### config.mk
export PLATFORM = sky130hd
export DESIGN_NAME = parking_gate_ctrl
export DESIGN_NICKNAME = d
export VERILOG_FILES = /design/src/rtl/parking_pkg.sv /design/src/rtl/gate_fsm.sv /design/src/rtl/parking_gate_ctrl.sv
export SDC_FILE = /design/constraint.sdc
export NUM_CORES = 1
export LEC_CHECK = 0
export ABC_CLOCK_PERIOD_IN_PS = 2630
export BUFFER_PORTS_ARGS = -buffer_cell sky130_fd_sc_hd__buf_2
export CAP_MARGIN = 15
export CORE_ASPECT_RATIO = 0.8
export CORE_MARGIN = 10
export CORE_UTILIZATION = 45
export DETAILED_ROUTE_END_ITERATION = 10
export PLACE_DENSITY = 0.77
export SYNTH_ARGS = -nofsm -noshare
export SYNTH_HDL_FRONTEND = slang
export SYNTH_SLANG_ARGS = --single-unit
### constraint.sdc
create_clock -name clk -period 2.63 [get_ports clk]
set_input_delay 0.263 -clock clk [delete_from_list [all_inputs] [get_ports clk]]
set_output_delay 0.263 -clock clk [all_outputs]
set_load 0.005 [all_outputs]
### src/rtl/parking_pkg.sv
// parking_pkg: shared gate state encoding and helpers for parking blocks
package parking_pkg;

  typedef enum logic [1:0] {
    IDLE = 2'd0,
    OPEN = 2'd1,
    HOLD = 2'd2
  } gate_state_t;

  // One counter serves both the hold countdown and the open timeout, so size it for the larger.
  function automatic int cnt_width(input int hold_cycles, input int timeout_cycles);
    int m;
    m = (hold_cycles > timeout_cycles) ? hold_cycles : timeout_cycles;
    return $clog2(m + 1);
  endfunction

endpackage

### src/rtl/gate_fsm.sv
// gate_fsm: one barrier sequencer (IDLE/OPEN/HOLD) with shared hold/timeout counter
module gate_fsm
  import parking_pkg::*;
#(
  parameter int HOLD_CYCLES    = 4,
  parameter int TIMEOUT_CYCLES = 64
) (
  input  logic clk,
  input  logic reset,
  input  logic sensor,
  input  logic qual,
  input  logic passed,
  output logic gate_open,
  output logic accepted,
  output logic timeout
);

  localparam int CW = cnt_width(HOLD_CYCLES, TIMEOUT_CYCLES);
  localparam logic [CW-1:0] HOLD_LD = CW'(HOLD_CYCLES);
  localparam logic [CW-1:0] TO_LAST = CW'(TIMEOUT_CYCLES - 1);

  gate_state_t state, state_nxt;
  logic [CW-1:0] cnt, cnt_nxt;
  logic open_nxt, timeout_nxt, to_hit;

  // State, counter and the registered gate/timeout outputs
  always_ff @(posedge clk)
    if (reset) begin
      state     <= IDLE;
      cnt       <= '0;
      gate_open <= 1'b0;
      timeout   <= 1'b0;
    end else begin
      state     <= state_nxt;
      cnt       <= cnt_nxt;
      gate_open <= open_nxt;
      timeout   <= timeout_nxt;
    end

  // Next state: OPEN counts up toward the timeout, HOLD counts down to close
  always_comb begin
    state_nxt = state;
    cnt_nxt   = cnt;
    case (state)
      IDLE: if (sensor && qual) begin
        state_nxt = OPEN;
        cnt_nxt   = '0;
      end
      OPEN: if (passed) begin
        state_nxt = HOLD;
        cnt_nxt   = HOLD_LD;
      end else if (to_hit) begin
        state_nxt = IDLE;
        cnt_nxt   = '0;
      end else begin
        cnt_nxt = cnt + CW'(1);
      end
      HOLD: if (cnt <= CW'(1)) begin
        state_nxt = IDLE;
        cnt_nxt   = '0;
      end else begin
        cnt_nxt = cnt - CW'(1);
      end
      default: begin
        state_nxt = IDLE;
        cnt_nxt   = '0;
      end
    endcase
  end

  // Outputs: a passed pulse only counts while waiting in OPEN; it also beats a same-edge timeout
  always_comb begin
    to_hit      = cnt == TO_LAST;
    accepted    = (state == OPEN) && passed;
    open_nxt    = state_nxt != IDLE;
    timeout_nxt = (state == OPEN) && !passed && to_hit;
  end

endmodule

### src/rtl/parking_gate_ctrl.sv
// parking_gate_ctrl: entry/exit barrier controller with occupancy tracking
module parking_gate_ctrl
  import parking_pkg::*;
#(
  parameter int CAPACITY       = 8,
  parameter int OCC_W          = 8,
  parameter int HOLD_CYCLES    = 4,
  parameter int TIMEOUT_CYCLES = 64
) (
  input  logic             clk,
  input  logic             reset,
  input  logic             entry_sensor,
  input  logic             exit_sensor,
  input  logic             entry_passed,
  input  logic             exit_passed,
  output logic             entry_gate_open,
  output logic             exit_gate_open,
  output logic [OCC_W-1:0] occupancy,
  output logic             full,
  output logic             empty,
  output logic             entry_timeout,
  output logic             exit_timeout,
  output logic             count_error
);

  localparam logic [OCC_W-1:0] CAP = OCC_W'(CAPACITY);

  logic entry_acc, exit_acc, occ_up, occ_dn, err_nxt;
  logic [OCC_W-1:0] occ_nxt;

  gate_fsm #(
    .HOLD_CYCLES   (HOLD_CYCLES),
    .TIMEOUT_CYCLES(TIMEOUT_CYCLES)
  ) u_entry (
    .clk      (clk),
    .reset    (reset),
    .sensor   (entry_sensor),
    .qual     (~full),
    .passed   (entry_passed),
    .gate_open(entry_gate_open),
    .accepted (entry_acc),
    .timeout  (entry_timeout)
  );

  gate_fsm #(
    .HOLD_CYCLES   (HOLD_CYCLES),
    .TIMEOUT_CYCLES(TIMEOUT_CYCLES)
  ) u_exit (
    .clk      (clk),
    .reset    (reset),
    .sensor   (exit_sensor),
    .qual     (1'b1),
    .passed   (exit_passed),
    .gate_open(exit_gate_open),
    .accepted (exit_acc),
    .timeout  (exit_timeout)
  );

  assign full  = occupancy == CAP;
  assign empty = occupancy == '0;

  // Net occupancy change; simultaneous entry and exit cancel, over/underflow is rejected
  always_comb begin
    occ_up  = entry_acc & ~exit_acc;
    occ_dn  = exit_acc & ~entry_acc;
    err_nxt = (occ_up & full) | (occ_dn & empty);
    occ_nxt = err_nxt ? occupancy :
              occ_up  ? occupancy + OCC_W'(1) :
              occ_dn  ? occupancy - OCC_W'(1) : occupancy;
  end

  // Occupancy register and error pulse
  always_ff @(posedge clk)
    if (reset) begin
      occupancy   <= '0;
      count_error <= 1'b0;
    end else begin
      occupancy   <= occ_nxt;
      count_error <= err_nxt;
    end

endmodule

Word level (Yosys, flattened, before mapping)
Cells that the tools add are included.
{ "totals": {"wordCells": 74, "output_inout_bits": 15, "reg_bits": 31} }
{ "op_classes": {"mux": 22, "magnitude_cmp": 2, "reduce_logical": 16, "n_bitwise": 9, "addsub": 6, "n_eq_ne": 9} }
{ "op_table": {"columns": ["op", "count"], "rows": [
  ["$mux W7", 8],
  ["$pmux W7 S3", 2],
  ["$mux W2", 8],
  ["$mux W8", 2],
  ["$add A7 B1 Y7 const B", 2],
  ["$eq A7 B6 Y1 const B", 2],
  ["$le A7 B1 Y1 const B", 2],
  ["$sub A7 B1 Y7 const B", 2],
  ["$pmux W2 S3", 2],
  ["$add A8 B1 Y8 const B", 1],
  ["$eq A8 B4 Y1 const B", 1],
  ["$logic_not A8 Y1", 1],
  ["$sub A8 B1 Y8 const B", 1],
  ["$logic_and A1 B1 Y1", 7],
  ["$reduce_bool A2 Y1", 3],
  ["$and A1 B1 Y1", 4],
  ["$eq A2 B1 Y1 const B", 2],
  ["$eq A2 B2 Y1 const B", 2],
  ["$logic_not A2 Y1", 2],
  ["$not A1 Y1", 4],
  ["$logic_not A1 Y1", 2],
  ["$ne A2 B1 Y1 const B", 1],
  ["$ne A2 B2 Y1 const B", 1],
  ["$reduce_and A2 Y1", 1],
  ["$or A1 B1 Y1", 1]
]} }

Logic depth before layout (Yosys ltp)
Gate-level depths: netlist (run 1).
{ "logic_depth": {"depth_word": 8, "ltp_mapped": 12} }

By module
A second synthesis (run 1) with hierarchy kept.
{ "unflattened": {"hier_cells": 293, "hier_area_um2": 2402.3} }
{ "modules_own_cells": {"columns": ["mod", "n_inst", "cells_each", "area_each_um2", "seq_area_each_um2"], "rows": [
  ["gate_fsm", 2, 107, 872.1, 220.2],
  ["parking_gate_ctrl", 1, 79, 658.1, 180.2]
]} }

Worst setup path after synthesis (run 1)
Ideal clock, no wire load.
{ "synth_path": {"path_kind": "register to register", "start": "register u_entry.state[1]", "end": "register occupancy[7]", "required_time_ps": 2507, "arrival_time_ps": 2450, "path_stages_with_launch": 12, "setup_ps": 123, "period_less_slack_ps": 2574, "slack_ps": 56, "cell_sequence": "dfxtp_1 > inv_1 > ha_1 > nand2_1 > inv_1 > ha_1 > inv_1 > ha_1 > or3_1 > o211ai_1 > mux2i_1 > mux2_1"} }
{ "synth_between": {"elab_chain_cells": 8} }
{ "synth_rtl": {"columns": ["item", "line_no", "source"], "rows": [
  ["from (decl)", "gate_fsm.sv:22", "gate_state_t state, state_nxt;"],
  ["from (signal assigned)", "gate_fsm.sv:34", "state <= state_nxt;"],
  ["$eq A2 B1 Y1 (*)", "gate_fsm.sv:74", "accepted = (state == OPEN) && passed;"],
  ["$logic_and A1 B1 Y1 (*)", "gate_fsm.sv:74", null],
  ["$not A1 Y1", "parking_gate_ctrl.sv:65", "occ_dn = exit_acc & ~entry_acc;"],
  ["$and A1 B1 Y1", "parking_gate_ctrl.sv:65", null],
  ["$and A1 B1 Y1", "parking_gate_ctrl.sv:66", "err_nxt = (occ_up & full) | (occ_dn & empty);"],
  ["$or A1 B1 Y1", "parking_gate_ctrl.sv:66", null],
  ["$not A1 Y1 (no source line)", null, null],
  ["$reduce_and A2 Y1 (no source line)", null, null],
  ["to (signal assigned)", "parking_gate_ctrl.sv:78", "occupancy <= occ_nxt;"],
  ["to (decl)", "parking_gate_ctrl.sv:18", "output logic [OCC_W-1:0] occupancy,"]
]} }
Mark *: on every way between the ends. The rest lies on a longest branch, timed or not.
A chain may end at the register's enable or synchronous reset.

Final worst setup path (run 1)
Same ends and word-level chain as after synthesis.

==> results.ini, run 1 <==
[global_route]
antenna_found_initial=0
grt_pass1_wl_um=9480
grt_use_total_pct=13.4
overflow=0
grt_max_degree=34
grt_pass1_vias=2022

[die]
die_y_um=83.7
pin_count=21
die_w_um=99.7
rows=23
core_um2=4950
dieArea_um2=8340
initial_core_util_pct=46.2

[yosys]
synth_nets=314
syn_area_per_cell_um2=8.02
synth_cells=285
async_reset_ff_share_pct=0
synth-edff-count=0
netlist-cell-type-count=58
synth.cell_area_um2=2280
yosysWarnings=0
ys_ff_latch=31
ys_seq_area_share_pct=27.2
synth_top_flop_cell=dfxtp_1

[place]
place_inst=369
port_buffers=20
hpwl_um=4230
gp_congestion=0.934
dp_slack_ns=0.00167

[cts]
cts-root-buf=clkbuf_8
numCtsBuffers=5
cts_tree=done
postCtsHoldBufs=0
clock_sinks=31
clk_path_buf_depth=2
clkTransAtPathRegs_ns=0.06
clk_latency_ns=0.29
htree_levels=2

[worst_setup_path]
rr_endpoint=occupancy[7]
r2r_slack_ns=0.15
crit_type=flop to flop
setup.worst_path.end_class=flop
r2r_start=u_entry.state[1]
worst_setup_path_start_kind=flop
path_max_fanout=8
cp.required_ns=2.81
cp.arrival_ns=2.66
worstRegToRegCells=11

[drt]
drc=0
drt-pass1-iter-count=6
vias=2287
totalWireLength_um=5840
ant_nets=0
drt-wirelength-per-cell_um=15.4
drt_iter0_markers=248
via_per_inst=6.05

[sta]
slew_headroom_pct=56.3
post-route-period-util_pct=94.3
finClkSkew_ns=0.00679
finalHoldViolations=0
fin_ws_ns=0.151
fmax_mhz=403
tightest_slew_ns=0.650
slew_violations=0
fin_crit_ns=2.48
setup_viol=0

[power_and_ir_drop]
vdd.ir_drop.worst_uv=459
leakage_nw=1.10
p_per_area_nw_per_um2=705

[final_layout]
multi_input_area_um2=1590
drive_gt1_share_pct=18.7
regArea_um2=622
num-fill-cells=465
final_nets=344
fin_cells=378
syn_to_final_growth_pct=16.7
antenna_cells=0

[min_path]
min_from=exit_sensor
hold_class=primary input to flop
whs_path_depth=3
hold-path-endpoint=u_exit.state[0]

[run_status]
status=finished, final reports clean

[job]
cap_violations=0

synthesized netlist by cell type, types with 7 or more instances:
cell,n,share of area [%]
nor2_1,18,3.0
nand2_1,29,4.8
o21ai_0,7,1.5
ha_1,22,12
inv_1,18,3.0
nand2b_1,7,1.9
dfxtp_1,31,27
a31oi_1,7,1.9
a21oi_1,20,4.4
nand3_1,12,2.6
o21ai_1,9,2.0
per-layer routing:
| metal | GRT usage (%) | wire length (um) | up-vias |
|---|---|---|---|
| met5 | 0 | 0 | - |
| met4 | 5.07 | 122 | 0 |
| met3 | 3.48 | 427 | 19 |
| met2 | 21.1 | 2700 | 103 |
| met1 | 16.9 | 2590 | 1054 |
| li1 | - | - | 1111 |
registers in the layout, summed over array words and instances, names as in the netlist:
name / cells
occupancy: 8
u_entry.timeout: 1
u_exit.state: 2
u_exit.timeout: 1
count_error: 1
u_exit.gate_open: 1
u_exit.cnt: 7
u_entry.cnt: 7
u_entry.state: 2
u_entry.gate_open: 1
layout by cell type, fill, tap and decap left out, drive strengths merged, types with 6 or more instances in the layout:
cell | netlist | layout
o31ai | 6 | 6
buf | 5 | 34
nor2 | 18 | 18
a21oi | 20 | 20
dfxtp | 31 | 31
nand2b | 7 | 7
nand2 | 29 | 29
a31oi | 8 | 8
inv | 18 | 18
ha | 22 | 22
o21ai | 16 | 16
nor3 | 6 | 6
nand3 | 12 | 12
clkbuf | 6 | 8
per-stage QoR:
step / cell area, um2 / hold WS, ns / utilization [%] / total power [mW] / TNS (ns)
after detailed placement: 2510 / 0.513 / 50.6 / 1.40 / 0
final: 2670 / 0.253 / 53.9 / 1.88 / 0
after global routing: 2670 / 0.278 / 53.9 / 2.02 / -0.0204
after global placement: 2510 / 0.509 / 50.6 / 1.38 / 0
after floorplan: 2280 / 0.343 / - / 1.13 / 0
after CTS: 2610 / 0.248 / 52.7 / 1.84 / 0
area by class of cell:
class / instances / area share [%]
multi-input cells: 225 / 59.6
flip-flops and latches: 31 / 23.3
repair buffers: 34 / 7.70
clock buffers: 8 / 3.75
well taps: 62 / 2.91
inverters: 18 / 2.72
where the power goes:
| part | leakage, nW | switching, mW | internal (mW) | total, mW |
|---|---|---|---|---|
| Combinational | 0.791 | 0.453 | 0.409 | 0.862 |
| Sequential | 0.252 | 0.0673 | 0.525 | 0.593 |
| Clock | 0.0515 | 0.186 | 0.239 | 0.425 |
| Total | 1.10 | 0.706 | 1.17 | 1.88 |
how the worst max path moves through the flow:
stage	from	to	slack, ns	depth (start not counted)
after floorplan	u_entry.state[1]	occupancy[7]	0.06	11
after global placement	u_exit.state[0]	occupancy[7]	0.06	10
after detailed placement	u_entry.state[1]	occupancy[7]	0.002	12
after CTS	u_entry.state[0]	occupancy[7]	0.07	11
after global routing	u_entry.state[1]	occupancy[7]	-0.02	12
final	u_entry.state[1]	occupancy[7]	0.15	11
critical path, stage by stage (launching register included):
cell and delay (ns):
dfxtp_1 0.33, inv_1 0.06, ha_1 0.19, nand2_1 0.11
inv_1 0.08, ha_2 0.22, inv_6 0.11, ha_1 0.25
or3_1 0.36, o211ai_1 0.11, mux2i_1 0.23, mux2_1 0.33
kinds of logic after synthesis:
logic type,count (synthesis),share of synthesized area [%]
buffers and inverters,29,5.31
and+or+nand+nor,100,21.8
muxes,6,2.74
xor gates and xnor gates,6,2.30
DFF,31,27.2
adders and majority gates,23,12.9
AOI/OAI and AO/OA,90,27.8
repair_timing:
item | CTS | global route
endpoints found under the hold margin | 0 | 0
gates resized for setup | 1 | 10
pin swaps | 0 | 0
endpoints found under the setup margin | 1 | 2
buffers inserted | 0 | 1
No activity file was read; power rests on OpenSTA's default activity.
==> inputs of run 2 (changes only) <==
--- a/config.mk
+++ b/config.mk
@@ -5,14 +5,14 @@
 export SDC_FILE = /design/constraint.sdc
 export NUM_CORES = 1
 export LEC_CHECK = 0
-export ABC_CLOCK_PERIOD_IN_PS = 2630
-export BUFFER_PORTS_ARGS = -buffer_cell sky130_fd_sc_hd__buf_2
+export ABC_CLOCK_PERIOD_IN_PS = 2000
 export CAP_MARGIN = 15
 export CORE_ASPECT_RATIO = 0.8
 export CORE_MARGIN = 10
 export CORE_UTILIZATION = 45
 export DETAILED_ROUTE_END_ITERATION = 10
-export PLACE_DENSITY = 0.77
+export DONT_BUFFER_PORTS = 1
+export PLACE_DENSITY = 0.73
 export SYNTH_ARGS = -nofsm -noshare
 export SYNTH_HDL_FRONTEND = slang
 export SYNTH_SLANG_ARGS = --single-unit
==> constraint.sdc (replaced) <==
create_clock -name clk -period 2 [get_ports clk]
set_input_delay 0.2 -clock clk [delete_from_list [all_inputs] [get_ports clk]]
set_output_delay 0.2 -clock clk [all_outputs]
set_load 0.005 [all_outputs]
==> results.ini, run 2 (synthesized netlist as in run 1, its figures left out) <==
[drt]
drt-pass1-iter-count=4  ; -2
totalWireLength_um=6450  ; +10%
wl_met1_um=2940  ; +14%
drt_iter0_markers=248  ; unchanged
routed-wl-met2_um=2830  ; +4.6%
top_layer=met4
drt-wirelength-per-cell_um=16.4  ; +6.5%
route.met3.wl_um=587  ; +37%
vias=2353  ; +2.9%
drc=0  ; unchanged
via_per_inst=6.00  ; -0.79%
ant_nets=0  ; unchanged

[final_layout]
stdcell_area_um2=2990  ; +12%
largest_register_ffs=8  ; unchanged
num-fill-cells=409  ; -12%
antenna_cells=0  ; unchanged
layout_common_cells=buf_4 (44), nand2_1 (27), dfxtp_1 (26), nor2_1 (18), a21oi_1 (18)
final_util_pct=60.5  ; +6.6 points
drive_gt1_share_pct=28.2  ; +9.5 points
top_regs=occupancy x8, u_entry.cnt x7, u_exit.cnt x7
regArea_um2=627  ; +0.80%
final_nets=358  ; +4.1%
multi_input_area_um2=1730  ; +9.1%
regMostFlops=occupancy
syn_to_final_growth_pct=31.0
layout_commonest_cell=buf_4

[power_and_ir_drop]
p_per_area_nw_per_um2=926  ; +31%
vdd.ir_drop.worst_uv=700  ; +52%
total_power_mw=2.77  ; +47%
leakage_nw=1.22  ; +12%

[sta]
fin_ws_ns=-0.229  ; -0.380 ns
fin_crit_ns=2.23  ; -0.250 ns
tightest_slew_ns=0.960  ; +0.310 ns
slew_violations=0  ; unchanged
finalHoldViolations=0  ; unchanged
fmax_mhz=449  ; +11%
slew_headroom_pct=35.8  ; -21 points
finClkSkew_ns=0.00884  ; +0.00205 ns
rsz0062_at_grt=true
post-route-period-util_pct=111  ; +17 points
setup_viol=4  ; +4
holdWs_ns=0.0145  ; -0.239 ns

[cts]
numCtsBuffers=5  ; unchanged
cts_tree=done
htree_levels=2  ; unchanged
clk_latency_ns=0.29  ; about the same
cts-root-buf=clkbuf_8
clk_path_buf_depth=2  ; unchanged
clkTransAtPathRegs_ns=0.07  ; about the same
clock_sinks=31  ; unchanged

[die]
die_y_um=83.7  ; unchanged
core_um2=4950  ; unchanged
die_w_um=99.7  ; unchanged
initial_core_util_pct=46.2  ; unchanged
pin_count=21  ; unchanged
rows=23  ; unchanged
dieArea_um2=8340  ; unchanged

[worst_setup_path]
cp.arrival_ns=2.41  ; -0.25 ns
crit_buf_inv=3  ; unchanged
r2r_start=u_entry.state[1]
critPathMaxStageDelay_ns=0.35  ; about the same
r2r_slack_ns=-0.23  ; -0.38 ns
worst_setup_path_start_kind=flop
path_max_fanout=8  ; unchanged
worstRegToRegCells=11  ; unchanged
path_cells=inv_2, ha_4, nand2_4, inv_4, ha_4, inv_8, ha_4, or3_1, o211ai_1, mux2i_1, mux2_1
slowest_stage=or3_1
crit_type=flop to flop
cp_top_family=multiplexers
cpMostUsedCell=ha_4
cp.required_ns=2.19  ; -0.62 ns
rr_endpoint=occupancy[7]
setup.worst_path.end_class=flop

[job]
cap_violations=0  ; unchanged

[min_path]
hold_class=primary input to flop
min_from=reset
whs_path_depth=1  ; -2
hold-path-endpoint=u_exit.cnt[3]

[global_route]
grt_pass1_wl_um=10300  ; +9.0%
grt_max_degree=23  ; -32%
overflow=0  ; unchanged
grt_use_total_pct=14.7  ; +1.2 points
antenna_found_initial=0  ; unchanged
grt_pass1_vias=2138  ; +5.7%

[place]
placed_area_um2=2720  ; +8.4%
gp_congestion=0.900  ; -3.7%
hpwl_um=4410  ; +4.4%
dp_slack_ns=-0.219  ; -0.221 ns
port_buffers=0  ; -100%

[run_status]
violations=negative setup slack
status=finished with violations

[run 2: repair_timing]
item | in CTS | in global routing
hold buffers | 2 | 0
setup endpoints to repair | 4 | 18
pin swaps | 1 | 9
hold endpoints to repair | 22 | 0
buffers inserted | 0 | 5
gates resized for setup | 5 | 19
[run 2: area by class of cell]
class	count	share of cell area [%]
multi-input cells	225	57.9
flip-flops and latches	31	20.9
repair buffers	48	12.5
clock buffers	7	3.22
inverters	18	2.59
well taps	62	2.59
clock inverters	1	0.251
[run 2: worst max-delay path by stage]
| stage | to | cells after the start | from | slack (ns) |
|---|---|---|---|---|
| 3_3_place_gp | occupancy[7] | 12 | u_entry.state[1] | -0.17 |
| 2_1_floorplan | occupancy[7] | 11 | u_entry.state[1] | -0.19 |
| 4_1_cts | occupancy[7] | 11 | u_entry.state[1] | -0.22 |
| 6_report | occupancy[7] | 11 | u_entry.state[1] | -0.23 |
| 3_5_place_dp | occupancy[7] | 11 | u_exit.state[1] | -0.22 |
| 5_1_grt | occupancy[7] | 12 | u_entry.state[1] | -0.33 |
[run 2: routing by layer]
metal | vias to the layer above | track usage (%)
met1 | 1095 | 19.4
met4 | 0 | 5.46
li1 | 1135 | -
met3 | 13 | 4.72
met5 | - | 0
met2 | 110 | 21.3
[run 2: power breakdown]
part           switching, mW  total (mW)  leakage (nW)  internal [mW]
Clock                  0.267       0.580        0.0505          0.313
Sequential             0.102       0.794         0.254          0.692
Combinational          0.687        1.40         0.917          0.710
Total                   1.06        2.77          1.22           1.71
[run 2: stage by stage]
step	cells	TNS [ns]
2_1_floorplan	285	-0.234
3_5_place_dp	378	-0.494
4_1_cts	388	-0.507
5_1_grt	392	-1.52
6_report	392	-0.619
3_3_place_gp	378	-0.306
==> inputs of run 3 (changes only) <==
--- a/config.mk
+++ b/config.mk
@@ -12,7 +12,10 @@
 export CORE_UTILIZATION = 45
 export DETAILED_ROUTE_END_ITERATION = 10
 export DONT_BUFFER_PORTS = 1
+export MAX_ROUTING_LAYER = met4
 export PLACE_DENSITY = 0.73
 export SYNTH_ARGS = -nofsm -noshare
 export SYNTH_HDL_FRONTEND = slang
+export SYNTH_HIERARCHICAL = 1
 export SYNTH_SLANG_ARGS = --single-unit
+export TNS_END_PERCENT = 1
==> results.ini, run 3 <==
[yosys]
netlist-cell-type-count=54  ; -6.9%
yosysWarnings=6  ; +6
synth_top_flop_cell=dfxtp_1
yosysMostFrequentCell=dfxtp_1
ys_seq_area_share_pct=25.8  ; -1.3 points
synth_top_area_share_pct=25.8  ; -1.3 points
synth_largest_area_cell=dfxtp_1
syn_area_per_cell_um2=8.20  ; +2.3%
ys_ff_latch=31  ; unchanged
async_reset_ff_share_pct=0  ; unchanged
synth_cells=293  ; +2.8%
synth_area_leaders=dfxtp_1 (26%), ha_1 (11%), xnor2_1 (4.7%)
synth.cell_area_um2=2400  ; +5.1%
synth-edff-count=0  ; unchanged
synth_common_cells=dfxtp_1 (31), nand2_1 (30), ha_1 (22)

[place]
port_buffers=0  ; unchanged
gp_congestion=0.911  ; +1.2%
hpwl_um=4510  ; +2.2%

[final_layout]
layout_commonest_cell=buf_4
largest_register_ffs=8  ; unchanged
antenna_cells=0  ; unchanged
num-fill-cells=483  ; +18%
drive_gt1_share_pct=27.2  ; -0.99 points
regMostFlops=occupancy
top_regs=occupancy x8, u_entry/cnt x7, u_exit/cnt x7
syn_to_final_growth_pct=22.7
layout_common_cells=buf_4 (38), nand2_1 (29), dfxtp_1 (27), nor2_1 (18)
final_nets=359  ; +0.28%

[die]
dieArea_um2=8680  ; +4.0%
die_y_um=85.4  ; +1.9%
rows=23  ; unchanged
core_um2=5090  ; +2.9%
initial_core_util_pct=47.2  ; +1.0 points
die_w_um=102  ; +2.0%
pin_count=21  ; unchanged

[power_and_ir_drop]
leakage_nw=1.14  ; -6.5%
total_power_mw=2.37  ; -14%
p_per_area_nw_per_um2=804  ; -13%
vdd.ir_drop.worst_uv=347  ; -50%

[sta]
tightest_slew_ns=0.735  ; -0.224 ns
fin_crit_ns=2.33  ; +0.105 ns
slew_headroom_pct=50.8  ; +15 points
fin_setup_tns_ns=-0.817  ; -0.199 ns
finClkSkew_ns=0.0106  ; +0.00173 ns
setup_viol=7  ; +3
rsz0062_at_grt=true
post-route-period-util_pct=117  ; +5.3 points
fin_ws_ns=-0.334  ; -0.105 ns
finalHoldViolations=0  ; unchanged
slew_violations=0  ; unchanged
fmax_mhz=428  ; -4.5%

[worst_setup_path]
slowest_stage=dfxtp_2
critPathMaxStageDelay_ns=0.33  ; -0.02 ns
path_cells=inv_2, ha_4, and2_4, ha_4, inv_8, ha_4, a21o_1, a21o_1, a211oi_2, mux2i_1, mux2_1
worstRegToRegCells=11  ; unchanged
cp.arrival_ns=2.52  ; +0.11 ns
path_max_fanout=8  ; unchanged
cp_top_family=multiplexers
worst_setup_path_start_kind=flop
setup.worst_path.end_class=flop
rr_endpoint=occupancy[7]
cpMostUsedCell=ha_4
cp.required_ns=2.19  ; about the same
r2r_start=u_entry/state[1]
r2r_slack_ns=-0.33  ; -0.11 ns
crit_buf_inv=2  ; -1
crit_type=flop to flop

[min_path]
hold_class=primary input to flop
hold-path-endpoint=u_entry/cnt[1]
whs_path_depth=1  ; unchanged
min_from=reset

[cts]
clk_path_buf_depth=2  ; unchanged
cts_tree=done
htree_levels=2  ; unchanged
clk_latency_ns=0.30  ; about the same
numCtsBuffers=5  ; unchanged
clkTransAtPathRegs_ns=0.07  ; about the same
cts-root-buf=clkbuf_8
clock_sinks=31  ; unchanged

[drt]
drt-pass1-iter-count=5  ; +1
totalWireLength_um=6180  ; -4.1%
ant_nets=0  ; unchanged
vias=2212  ; -6.0%
drt_iter0_markers=121  ; -51%
via_per_inst=5.63  ; -6.2%
drc=0  ; unchanged
drt-wirelength-per-cell_um=15.7  ; -4.4%

[global_route]
antenna_found_initial=0  ; unchanged
grt_pass1_wl_um=10700  ; +3.2%
overflow=0  ; unchanged
grt_pass1_vias=2209  ; +3.3%
grt_use_total_pct=15.7  ; +1.1 points
grt_max_degree=22  ; -4.3%

[job]
cap_violations=0  ; unchanged

[run_status]
violations=negative setup slack
status=finished with violations

-- run 3: what timing repair did --
item | in CTS | in global routing
pin swaps | 9 | 3
hold buffers | 1 | 0
gates resized for setup | 10 | 9
buffers inserted | 3 | 0
endpoints found under the hold margin | 15 | 0
setup endpoints to repair | 10 | 16
-- run 3: stage by stage --
| step | area [um2] | std cells | hold slack, ns | worst slack [ns] | utilization (%) |
|---|---|---|---|---|---|
| after floorplan | 2490 | 295 | 0.372 | -0.328 | - |
| after global placement | 2770 | 381 | 0.274 | -0.340 | 54.3 |
| after detailed placement | 2770 | 381 | 0.276 | -0.415 | 54.3 |
| after CTS | 2920 | 393 | 0.00776 | -0.346 | 57.3 |
| after global routing | 2950 | 393 | 0.00676 | -0.448 | 57.9 |
| final | 2950 | 393 | 0.0206 | -0.334 | 57.9 |
-- run 3: cells by family (layout without fill, tap and decap cells) --
kind of cell | after synthesis | in the layout | share of synthesized area, %
adders and majority gates | 23 | 23 | 12.3
DFF | 31 | 31 | 25.8
buffers and inverters | 27 | 63 | 5.42
AOI/OAI and AO/OA | 78 | 78 | 22.3
xor gates and xnor gates | 18 | 18 | 6.56
and+or+nand+nor | 110 | 110 | 25.2
other | 1 | 3 | 0.156
muxes | 5 | 5 | 2.19
-- run 3: where the power goes --
group	total, mW	internal (mW)	switching (mW)
Combinational	1.13	0.594	0.538
Sequential	0.743	0.675	0.0674
Clock	0.495	0.244	0.251
Total	2.37	1.51	0.856
-- run 3: worst register-to-register path, stage by stage, from the launching register on --
cell and delay (ns):
dfxtp_2 0.33, inv_2 0.05, ha_4 0.16, and2_4 0.15
ha_4 0.18, inv_8 0.09, ha_4 0.20, a21o_1 0.15
a21o_1 0.18, a211oi_2 0.21, mux2i_1 0.22, mux2_1 0.33
-- run 3: worst max-delay path by stage --
stage	from	to	slack, ns	depth (start not counted)
after floorplan	u_exit/state[1]	occupancy[7]	-0.33	12
after global placement	u_entry/state[1]	occupancy[7]	-0.34	11
after CTS	u_exit/state[1]	occupancy[7]	-0.35	12
final	u_entry/state[1]	occupancy[7]	-0.33	11
after detailed placement	u_entry/state[1]	occupancy[7]	-0.41	11
after global routing	u_entry/state[1]	occupancy[7]	-0.45	11
-- run 3: layout make-up --
class | instances | area, um2 | share of cell area (%)
Sequential cell | 31 | 626 | 21.2
Inverter | 15 | 63.8 | 2.16
Tap cell | 62 | 77.6 | 2.63
Clock buffer | 7 | 76.3 | 2.59
Multi-Input combinational cell | 237 | 1790 | 60.8
Timing Repair Buffer | 40 | 307 | 10.4
Clock inverter | 1 | 5.00 | 0.170
-- run 3: layer usage --
metal / GRT usage [%] / share of wire, %
met3: 4.21 / 6.7
met2: 22.9 / 45
met5: - / 0
met1: 20.2 / 47
met4: 5.97 / 1.6
